--- config.mk ---
export PLATFORM = sky130hd
export DESIGN_NAME = mul_arbiter
export DESIGN_NICKNAME = d
export VERILOG_FILES = /design/src/rtl/mul_arbiter.sv
export SDC_FILE = /design/constraint.sdc
export NUM_CORES = 1
export LEC_CHECK = 0
export CAP_MARGIN = 20
export CORE_MARGIN = 2
export CORE_UTILIZATION = 45
export DETAILED_ROUTE_END_ITERATION = 10
export HOLD_SLACK_MARGIN = 0.02
export PLACE_DENSITY = 0.84
export SETUP_SLACK_MARGIN = 0.02
export SLEW_MARGIN = 10
export SYNTH_ARGS = -nofsm -noshare
export SYNTH_HDL_FRONTEND = slang
export SYNTH_SLANG_ARGS = --single-unit
--- constraint.sdc ---
create_clock -name clk -period 7.21 [get_ports clk]
set_input_delay 1.442 -clock clk [delete_from_list [all_inputs] [get_ports clk]]
set_output_delay 1.442 -clock clk [all_outputs]
set_load 0.01 [all_outputs]
--- src/rtl/mul_arbiter.sv ---
// Two-port front end for one shared multi-cycle multiplier: round-robin issue, in-order ownership tags,
// per-port result FIFOs. Define MUL_ARB_FIXED_PRIO_EN to give port 0 fixed priority instead of round-robin.
module mul_arbiter #(
   parameter int TAG_DEPTH = 4,
   parameter int RES_DEPTH = 2
) (
   input  logic        clk,
   input  logic        resetn,
   input  logic [1:0]  req_valid,
   output logic [1:0]  req_ready,
   input  logic [1:0]  req_signed,
   input  logic [31:0] req_x0,
   input  logic [31:0] req_x1,
   input  logic [31:0] req_y0,
   input  logic [31:0] req_y1,
   output logic        mul_in_valid,
   input  logic        mul_in_ready,
   output logic [32:0] mul_src2,
   output logic [32:0] mul_src1,
   input  logic        mul_out_valid,
   input  logic [63:0] mul_result,
   output logic [1:0]  res_valid,
   input  logic [1:0]  res_ready,
   output logic [63:0] res_data0,
   output logic [63:0] res_data1,
   output logic        err
);
   localparam int TW = $clog2(TAG_DEPTH);
   localparam int CW = TW + 1;
   localparam int RW = (RES_DEPTH > 1) ? $clog2(RES_DEPTH) : 1;
   localparam int OW = $clog2(RES_DEPTH) + 1;

   logic                 run_q, run_d;
   logic                 err_q, err_d;
   logic                 tag_mem_q [TAG_DEPTH];
   logic [TW-1:0]        tag_wr_q, tag_wr_d, tag_rd_q, tag_rd_d;
   logic [CW-1:0]        tag_cnt_q, tag_cnt_d;
   logic [1:0][CW-1:0]   infl_q, infl_d;
   logic [63:0]          res_mem_q [2][RES_DEPTH];
   logic [1:0][RW-1:0]   res_wr_q, res_wr_d, res_rd_q, res_rd_d;
   logic [1:0][OW-1:0]   res_occ_q, res_occ_d;
   logic [1:0]           elig, grant, res_push, res_pop;
   logic                 g, issue, done, tag_head;
   logic [31:0]          op_x, op_y;
`ifdef MUL_ARB_FIXED_PRIO_EN
`else
   logic                 rr_q, rr_d;
`endif

   function automatic logic [RW-1:0] rnext(input logic [RW-1:0] p);
      return (p == RW'(RES_DEPTH - 1)) ? '0 : p + 1'b1;
   endfunction

   // Credits count both in-flight products and occupied slots, so a granted issue always has a landing slot.
   always_comb begin
      elig = '0;
      for (int i = 0; i < 2; i++)
         elig[i] = run_q & req_valid[i] & (tag_cnt_q != CW'(TAG_DEPTH)) &
                   (int'(infl_q[i]) + int'(res_occ_q[i]) < RES_DEPTH);
`ifdef MUL_ARB_FIXED_PRIO_EN
      grant = {elig[1] & ~elig[0], elig[0]};
`else
      grant = (&elig) ? (rr_q ? 2'b10 : 2'b01) : elig;
`endif
   end

   assign g            = grant[1];
   assign mul_in_valid = |grant;
   assign req_ready    = grant & {2{mul_in_ready}};
   assign issue        = mul_in_valid & mul_in_ready;
   assign op_x         = g ? req_x1 : req_x0;
   assign op_y         = g ? req_y1 : req_y0;
   assign mul_src2     = mul_in_valid ? {req_signed[g] & op_x[31], op_x} : '0;
   assign mul_src1     = mul_in_valid ? {req_signed[g] & op_y[31], op_y} : '0;
   assign done         = mul_out_valid & (tag_cnt_q != '0);
   assign tag_head     = tag_mem_q[tag_rd_q];
   assign res_data0    = res_mem_q[0][res_rd_q[0]];
   assign res_data1    = res_mem_q[1][res_rd_q[1]];
   assign err          = err_q;

   always_comb begin
      run_d     = 1'b1;
      err_d     = err_q | (mul_out_valid & ~done);
      tag_wr_d  = issue ? tag_wr_q + 1'b1 : tag_wr_q;
      tag_rd_d  = done ? tag_rd_q + 1'b1 : tag_rd_q;
      tag_cnt_d = tag_cnt_q + CW'(issue) - CW'(done);
      res_valid = '0;
      res_push  = '0;
      res_pop   = '0;
      infl_d    = infl_q;
      res_occ_d = res_occ_q;
      res_wr_d  = res_wr_q;
      res_rd_d  = res_rd_q;
      for (int i = 0; i < 2; i++) begin
         res_valid[i] = (res_occ_q[i] != '0);
         res_push[i]  = done & (tag_head == 1'(i));
         res_pop[i]   = res_valid[i] & res_ready[i];
         infl_d[i]    = infl_q[i] + CW'(issue & (g == 1'(i))) - CW'(res_push[i]);
         res_occ_d[i] = res_occ_q[i] + OW'(res_push[i]) - OW'(res_pop[i]);
         res_wr_d[i]  = res_push[i] ? rnext(res_wr_q[i]) : res_wr_q[i];
         res_rd_d[i]  = res_pop[i] ? rnext(res_rd_q[i]) : res_rd_q[i];
      end
`ifdef MUL_ARB_FIXED_PRIO_EN
`else
      rr_d = issue ? ~g : rr_q;
`endif
   end

   // run_q keeps issue off until the first edge after reset release.
   always_ff @(posedge clk or negedge resetn) begin
      if (!resetn) begin
         run_q     <= 1'b0;
         err_q     <= 1'b0;
         tag_wr_q  <= '0;
         tag_rd_q  <= '0;
         tag_cnt_q <= '0;
         infl_q    <= '0;
         res_wr_q  <= '0;
         res_rd_q  <= '0;
         res_occ_q <= '0;
`ifdef MUL_ARB_FIXED_PRIO_EN
`else
         rr_q      <= 1'b0;
`endif
      end else begin
         run_q     <= run_d;
         err_q     <= err_d;
         tag_wr_q  <= tag_wr_d;
         tag_rd_q  <= tag_rd_d;
         tag_cnt_q <= tag_cnt_d;
         infl_q    <= infl_d;
         res_wr_q  <= res_wr_d;
         res_rd_q  <= res_rd_d;
         res_occ_q <= res_occ_d;
`ifdef MUL_ARB_FIXED_PRIO_EN
`else
         rr_q      <= rr_d;
`endif
      end
   end

   always_ff @(posedge clk) begin
      if (issue) tag_mem_q[tag_wr_q] <= g;
      for (int i = 0; i < 2; i++)
         if (res_push[i]) res_mem_q[i][res_wr_q[i]] <= mul_result;
   end
endmodule

==> reports/metrics.csv, run 1 <==
metric,value,unit
CTS sink count,284,
Placed Area,16200,sq um
syn nets,973,
filler cell count,1845,
Multi-input gate area,3220,sq um
XOR/XNOR Fraction of Synth Area,1.25,%
Crit path buffers/inverters,4,
register area share after synthesis,70.4,%
largest family of logic cells by synthesized area,multiplexers,
initial core utilization,45.9,%
Hold Buf Count CTS,0,
DRC,0,
Leak Pwr,0.00616,uW
iteration count of the initial detailed-routing pass,5,
register area,8410,sq um
Slew @ Worst Pin,0.994,ns
"commonest non-fill, non-tap cell in the layout",clkdlybuf4s50_1,
Post-CTS Setup Repair Bufs,0,
Synth Area in Simple Gates,9.62,%
nets,1376,
Overall Global Routing Usage,22.5,%
Setup crit end kind,output pin,
first-pass GRT wire length,48100,um
Wirelength per Cell,21.6,um
Util after Layout,65.8,%
Crit Path Class,in -> out,
fin area,17100,sq um
DRT antenna net count,0,
Most used DFF post-synth,edfxtp_1,
RSZ-0062 raised after global routing,no,
YS warnings,0,
Fin Setup TNS,0,ns
CP Max Fanout,34,
Synth Area in Compound Gates,0.900,%
VDD IR max,0.000299,V
Required @ worst endpoint,5.77,ns
Worst Hold Class,reg -> reg,
die width,167,um
mux contribution to synthesized area,12.3,%
slowest cell delay on critical path,0.55,ns
post-route minimum period,5.39,ns
slowest CP cell,clkdlybuf4s50_1,
gp weighted congestion,0.940,
status,finished clean,
Final Setup Violations,0,
most frequent CP cell,clkdlybuf4s50_1,
Max Cap Viol,0,
largest net degree at the start of global routing,68,
Die Span Y,167,um
Slew headroom,33.7,%
Max H-tree Level,1,
crit path DAT,3.94,ns
Seq cells post-synth,284,
Tcrit/Tclk final,74.7,%
Synth async-reset ratio,8.45,%
vias per std cell,5.13,
Syn Area/Cell,15.9,sq um
P&R area growth vs syn,43.4,%
Num CTS Buffers,27,
Port-buffer cells,401,
most frequent cells in the layout,"401 x clkdlybuf4s50_1, 260 x edfxtp_1, 129 x mux2_2",
number of synthesized flops with an enable pin,260,
PwrDens,373,nW/um^2
crit-path cells,clkdlybuf4s50_1 -> nor2b_1 -> o2111ai_4 -> inv_2 -> buf_4 -> and2_1 -> clkdlybuf4s50_1,
Skew-Pair Late Insertion Delay,0.53,ns
Fin. Hold Viols,0,
DRT iter0 DRCs,555,
CP Launch Type,primary input,
Setup Skew,0.00857,ns
vias in the first global route,8170,
clk buf depth,3,
Post-Synthesis Cells,750,
DP Wirelength,23000,um
clk slew on worst S/H paths,0.06,ns
Pwr Total,6390,uW
IO Count,402,
synthesized area,12000,sq um
initial antenna violation count,6,
CTS tree,yes,
clock root cell,clkbuf_16,
die area,27900,sq um
Peak Freq,186,MHz
Synth Area in Adders,2.51,%
core footprint,26100,sq um
Routed WL,32600,um
FP Rows,59,
"delay-heaviest family, CP",buffers and inverters,
final slew viol count,0,
routed via count,7758,
Yosys cell types,41,
layout cell share with drive strength beyond 1,18.7,%
grt total ovfl,0,
Resize count post-CTS,0,
==> state kept, by name (all words and copies together) (netlist names) <==
signal     flops
tag_wr_q       2
res_occ_q      4
res_mem_q    256
tag_rd_q       2
run_q          1
res_wr_q       2
infl_q         6
tag_mem_q      4
rr_q           1
err            1
tag_cnt_q      3
res_rd_q       2
==> Yosys cell counts (all sizes together) (5+ instances only) <==
cell	number	area, sq um
nor2	10	40.0
nand2	128	480
mux2	129	1450
dfrtp	24	601
inv	21	78.8
fa	5	100
ha	16	200
edfxtp	260	7810
nand3	66	480
and2	11	71.3
xnor2	13	114
buf	32	264
==> where the power goes <==
| group | switching [uW] | leakage [uW] | total, uW | internal (uW) |
|---|---|---|---|---|
| clock | 566 | 0.000443 | 1440 | 869 |
| sequential | 185 | 0.00266 | 2400 | 2220 |
| combinational | 1220 | 0.00306 | 2550 | 1340 |
| total | 1970 | 0.00616 | 6390 | 4420 |
==> worst reg2reg max path: cells and delay by family, from the launching register on <==
kind	cells	cell delay, ns
fa+ha+maj	4	1.13
buf+inv	5	0.97
compound gates	2	0.68
flops	1	0.40
simple gates	2	0.37
xor+xnor	2	0.31
==> through the flow <==
step / worst slack (ns) / cells / hold WS, ns
after floorplan: 2.21 / 750 / 0.453
after global placement: 1.86 / 1458 / 0.443
after detailed placement: 1.83 / 1459 / 0.451
after CTS: 1.83 / 1508 / 0.469
after global routing: 1.65 / 1513 / 0.505
final: 1.82 / 1513 / 0.470
==> logic make-up after synthesis <==
logic type      Yosys count
fa+ha+maj                21
buf+inv                  57
xor+xnor                 17
flops                   284
other cells               1
compound gates           13
mux                     130
simple gates            227
==> path summary, 6_finish.rpt <==
kind / endpoint / cells after the start / slack (ns) / start
worst max-delay path: req_ready[1] / 7 / 1.82 / req_valid[1]
worst min register to register: err$_DFF_PN0_ / 1 / 0.47 / err$_DFF_PN0_
max in group asynchronous: res_rd_q[0]$_DFFE_PN0P_ / 2 / 5.51 / resetn
worst min-delay path: err$_DFF_PN0_ / 1 / 0.47 / err$_DFF_PN0_
worst max register to register: infl_q[5]$_DFF_PN0_ / 15 / 3.25 / infl_q[3]$_DFF_PN0_
min in group asynchronous: infl_q[4]$_DFF_PN0_ / 1 / 1.21 / resetn
==> final cells by class <==
type / count / area share (%)
inverter: 21 / 0.460
antenna: 5 / 0.0730
clock buffer: 34 / 4.10
multi-input combinational: 409 / 18.8
sequential: 284 / 49.1
tap: 335 / 2.45
clock inverter: 15 / 1.21
timing repair buffer: 410 / 23.9
==> metal layers <==
| layer | global-route usage, % | vias to the layer above | routed length [um] | part of all wire [%] |
|---|---|---|---|---|
| met2 | 42.0 | 330 | 17700 | 54 |
| li1 | - | 3552 | - | - |
| met5 | 0 | - | 13 | 0.040 |
| met4 | 7.57 | 2 | 946 | 2.9 |
| met3 | 4.90 | 52 | 2240 | 6.9 |
| met1 | 25.4 | 3822 | 11700 | 36 |
Note: power is estimated with default switching activity, not from simulation.
==> run 2, diff against run 1 <==
==> constraint.sdc (replaced) <==
create_clock -name clk -period 5.2 [get_ports clk]
set_input_delay 1.04 -clock clk [delete_from_list [all_inputs] [get_ports clk]]
set_output_delay 1.04 -clock clk [all_outputs]
set_load 0.01 [all_outputs]
==> run 2 against run 1 <==
Sequential power rose by 38%. Core utilization rose by 0.19 points. Critical path type is now reg -> out. Critical endpoint is now mul_src1[32]. First-iteration DRC count rose by 16%.
==> reports/metrics.csv, run 2 (same netlist as run 1, synthesis figures left out) <==
metric,value,unit
status,finished clean,
DP Wirelength,22400,um
DRC,0,
VDD IR max,0.000386,V
Peak Freq,212,MHz
first-pass GRT wire length,48300,um
Port-buffer cells,401,
Num CTS Buffers,27,
Slew headroom,32.2,%
Max Cap Viol,0,
Util after Layout,66.0,%
Pwr Total,8930,uW
vias per std cell,5.15,
register area,8410,sq um
P&R area growth vs syn,43.8,%
Tcrit/Tclk final,90.7,%
layout cell share with drive strength beyond 1,18.9,%
IO Count,402,
largest net degree at the start of global routing,65,
FP Rows,59,
iteration count of the initial detailed-routing pass,5,
Die Span Y,167,um
die area,27900,sq um
post-route minimum period,4.72,ns
Required @ worst endpoint,4.16,ns
Skew-Pair Late Insertion Delay,0.53,ns
gp weighted congestion,0.926,
Leak Pwr,0.00616,uW
most frequent cells in the layout,"400 x clkdlybuf4s50_1, 260 x edfxtp_1, 129 x mux2_2",
CP Launch Type,register,
clk slew on worst S/H paths,0.07,ns
routed via count,7776,
die width,167,um
Final Setup Violations,0,
Wirelength per Cell,21.4,um
vias in the first global route,8061,
crit path DAT,3.68,ns
PwrDens,520,nW/um^2
nets,1374,
final slew viol count,0,
filler cell count,1810,
max reg flops,256,
Worst Hold Class,reg -> reg,
Fin Setup TNS,0,ns
Post-CTS Setup Repair Bufs,0,
initial core utilization,45.9,%
Setup crit end kind,output pin,
Multi-input gate area,3220,sq um
CTS tree,yes,
clock root cell,clkbuf_16,
Fin. Hold Viols,0,
Routed WL,32300,um
"commonest non-fill, non-tap cell in the layout",clkdlybuf4s50_1,
core footprint,26100,sq um
WHS,0.479,ns
CP Max Fanout,64,
initial antenna violation count,6,
Resize count post-CTS,0,
Overall Global Routing Usage,22.7,%
Setup Skew,0.0186,ns
DRT iter0 DRCs,644,
Max H-tree Level,1,
Slew @ Worst Pin,1.02,ns
grt total ovfl,0,
CTS sink count,284,
RSZ-0062 raised after global routing,no,
Hold Buf Count CTS,0,
clk buf depth,3,
DRT antenna net count,0,
Crit Path Class,reg -> out,
[run 2: critical path, stage by stage (launching register included)]
cell and delay [ns]:
dfrtp_1 0.42, and2_1 0.16, fa_1 0.40, nor2_1 0.17, o2111ai_1 0.17, o2111ai_4 0.23
buf_4 0.69, nand3_1 0.15, a21oi_1 0.17, clkdlybuf4s50_1 0.57
[run 2: per-stage QoR]
| stage | cells | setup WS, ns | instance area [sq um] |
|---|---|---|---|
| detailed placement | 1457 | 0.645 | 16300 |
| finish | 1511 | 0.481 | 17200 |
| global route | 1511 | 0.203 | 17200 |
| CTS | 1506 | 0.469 | 17200 |
| global placement | 1457 | 0.649 | 16300 |
| floorplan | 750 | 0.603 | 12000 |
[run 2: worst paths after layout]
| kind | start | to | slack, ns | cells past startpoint |
|---|---|---|---|---|
| max in group asynchronous | resetn | res_rd_q[1]$_DFFE_PN0P_ | 4.30 | 1 |
| setup reg to reg | res_occ_q[0]$_DFF_PN0_ | infl_q[5]$_DFF_PN0_ | 1.49 | 15 |
| hold / removal | err$_DFF_PN0_ | err$_DFF_PN0_ | 0.48 | 1 |
| min in group asynchronous | resetn | err$_DFF_PN0_ | 0.49 | 1 |
| setup / recovery | res_occ_q[0]$_DFF_PN0_ | mul_src1[32] | 0.48 | 9 |
| hold reg to reg | err$_DFF_PN0_ | err$_DFF_PN0_ | 0.48 | 1 |
[run 2: cell type report]
type | count | share of cell area, %
Inverter | 21 | 0.459
Multi-Input combinational cell | 409 | 18.7
Antenna cell | 5 | 0.0728
Clock buffer | 38 | 4.35
Sequential cell | 284 | 48.9
Tap cell | 335 | 2.44
Timing Repair Buffer | 408 | 24.0
Clock inverter | 11 | 1.03
[run 2: per-layer routing]
metal | wire length, um | global-route usage (%) | vias up
li1 | - | - | 3547
met1 | 11500 | 26.1 | 3806
met2 | 17400 | 42.0 | 372
met3 | 2410 | 4.73 | 49
met4 | 975 | 7.57 | 2
met5 | 13 | 0 | -
[run 2: power breakdown]
| group | leakage (uW) | switching, uW | internal [uW] |
|---|---|---|---|
| registers | 0.00266 | 253 | 3070 |
| clock network | 0.000442 | 807 | 1210 |
| logic | 0.00306 | 1710 | 1890 |
==> run 3, diff against run 2 <==
--- a/config.mk
+++ b/config.mk
@@ -5,10 +5,12 @@
 export SDC_FILE = /design/constraint.sdc
 export NUM_CORES = 1
 export LEC_CHECK = 0
+export ABC_AREA = 1
 export CAP_MARGIN = 20
 export CORE_MARGIN = 2
 export CORE_UTILIZATION = 45
 export DETAILED_ROUTE_END_ITERATION = 10
+export GPL_ROUTABILITY_DRIVEN = 1
 export HOLD_SLACK_MARGIN = 0.02
 export PLACE_DENSITY = 0.84
 export SETUP_SLACK_MARGIN = 0.02
==> run 3 against run 2 <==
Sequential share of layout area shrank 0.38 points. Sequential power is essentially flat. Critical path depth grew 3. Wire length grew 5.9%. First-iteration DRC count shrank 26%. Cell count grew 21%. Total power grew 6.8%. Die area grew 0.92%.
==> reports/metrics.csv, run 3 <==
metric,value,unit
Util after Layout,66.1,%
slowest cell delay on critical path,0.55,ns
vias in the first global route,9606,
CTS sink count,284,
Leak Pwr,0.00701,uW
RSZ-0062 raised after global routing,no,
core footprint,26200,sq um
filler cell count,1874,
VDD IR max,0.000395,V
layout cell share with drive strength beyond 1,7.74,%
most frequent CP cell,nand2_1,
most frequent cell after synthesis,nand2_1,
clk buf depth,3,
Routed WL,34200,um
Fin. Hold Viols,0,
Setup crit end kind,output pin,
placed cells,1771,
nets,1689,
Crit Path Class,in -> out,
initial core utilization,46.0,%
Max H-tree Level,1,
routed via count,9164,
Yosys cell types,26,
IO Count,402,
Post-CTS Setup Repair Bufs,0,
vias per std cell,5.03,
status,finished clean,
Slew @ Worst Pin,1.01,ns
Most used DFF post-synth,edfxtp_1,
WHS,0.481,ns
post-route minimum period,4.40,ns
crit path DAT,3.36,ns
Worst Hold Class,reg -> reg,
DRT iter0 DRCs,474,
"commonest non-fill, non-tap cell in the layout",nand2_1,
"delay-heaviest family, CP",buffers and inverters,
Syn Area/Cell,11.3,sq um
Port-buffer cells,401,
max reg flops,256,
Synth async-reset ratio,8.45,%
clock root cell,clkbuf_16,
DRT antenna net count,0,
gp weighted congestion,0.852,
Num CTS Buffers,28,
Skew-Pair Late Insertion Delay,0.55,ns
Max Cap Viol,0,
Placed Area,16400,sq um
Peak Freq,227,MHz
syn nets,1291,
Crit path buffers/inverters,4,
Fin Setup TNS,0,ns
PwrDens,550,nW/um^2
P&R area growth vs syn,43.6,%
grt total ovfl,0,
Setup Skew,0.0179,ns
register area share after synthesis,69.7,%
Wirelength per Cell,18.8,um
slowest CP cell,clkdlybuf4s50_1,
number of synthesized flops with an enable pin,260,
DRC,0,
Final Setup Violations,0,
die width,168,um
final slew viol count,0,
Synth area leaders,"edfxtp_1 65%, nand2_1 17%, dfrtp_1 5.0%",
clk slew on worst S/H paths,0.06,ns
Required @ worst endpoint,4.16,ns
YS warnings,0,
Resize count post-CTS,0,
synthesized area,12100,sq um
Commonest cells post-synth,"546 x nand2_1, 260 x edfxtp_1, 47 x inv_1",
Synth area leader,edfxtp_1,
Tcrit/Tclk final,84.6,%
fin area,17300,sq um
Die Span Y,168,um
Hold Buf Count CTS,0,
Final Instance Count excl. Fillers,1821,
largest net degree at the start of global routing,67,
Seq cells post-synth,284,
CP Launch Type,primary input,
Overall Global Routing Usage,24.0,%
iteration count of the initial detailed-routing pass,5,
top cell type's share of synthesized area,64.7,%
first-pass GRT wire length,52400,um
crit-path cells,clkdlybuf4s50_1 -> nand2_1 -> nor2_1 -> nand2_1 -> nor2_4 -> nand2_2 -> inv_2 -> nand2_4 -> inv_4 -> nand2_1 -> nand2_1 -> clkdlybuf4s50_1,
FP Rows,59,
CP Max Fanout,66,
initial antenna violation count,1,
Post-Synthesis Cells,1068,
CTS tree,yes,
DP Wirelength,22800,um
Slew headroom,32.4,%
die area,28100,sq um
most frequent cells in the layout,"546 x nand2_1, 401 x clkdlybuf4s50_1, 260 x edfxtp_1",
==> run 3: path summary, 6_finish.rpt <==
| path | to | cells past startpoint | startpoint | slack, ns |
|---|---|---|---|---|
| worst max-delay path | mul_src2[7] | 12 | req_valid[1] | 0.80 |
| worst min-delay path | err$_DFF_PN0_ | 1 | err$_DFF_PN0_ | 0.48 |
| worst max register to register | infl_q[5]$_DFF_PN0_ | 19 | res_occ_q[2]$_DFF_PN0_ | 1.86 |
| worst min register to register | err$_DFF_PN0_ | 1 | err$_DFF_PN0_ | 0.48 |
| max in group asynchronous | infl_q[3]$_DFF_PN0_ | 2 | resetn | 3.88 |
| min in group asynchronous | res_wr_q[0]$_DFFE_PN0P_ | 1 | resetn | 0.85 |
==> run 3: report_power, final <==
part           switching, uW  internal (uW)
Clock                    830           1090
Combinational           2410           1900
Sequential               193           3120
==> run 3: final cells by class <==
cell class / instances / area, sq um / share of cell area, %
antenna: 1 / 2.50 / 0.0144
clock buffer: 32 / 716 / 4.13
clock inverter: 17 / 160 / 0.925
inverter: 51 / 194 / 1.12
multi-input combinational: 686 / 3230 / 18.7
sequential: 284 / 8410 / 48.6
tap: 335 / 419 / 2.42
timing repair buffer: 415 / 4190 / 24.2
==> run 3: logic make-up after synthesis <==
kind of cell | after synthesis | share of synthesized area [%]
AO/OA/AOI/OAI | 3 | 0.156
XOR/XNOR | 14 | 1.02
adder cells (fa/ha/maj) | 21 | 2.49
buffers and inverters | 98 | 3.76
flip-flops | 284 | 69.7
other | 1 | 0.0311
AND/OR/NAND/NOR | 647 | 22.8
==> run 3: metal layers <==
layer	track usage [%]	part of all wire, %	wire, um	up-vias
met5	0	0	0	-
met3	5.63	8.1	2760	70
met4	8.58	3.1	1060	0
met1	28.0	37	12800	4399
met2	43.3	51	17600	422
li1	-	-	-	4273
==> run 3: stage by stage <==
| step | total power [uW] | worst slack (ns) |
|---|---|---|
| 2_1_floorplan | 5400 | 0.638 |
| 3_3_place_gp | 7550 | 0.799 |
| 3_5_place_dp | 7660 | 0.790 |
| 4_1_cts | 9610 | 0.774 |
| 5_1_grt | 10100 | 0.589 |
| 6_report | 9540 | 0.800 |
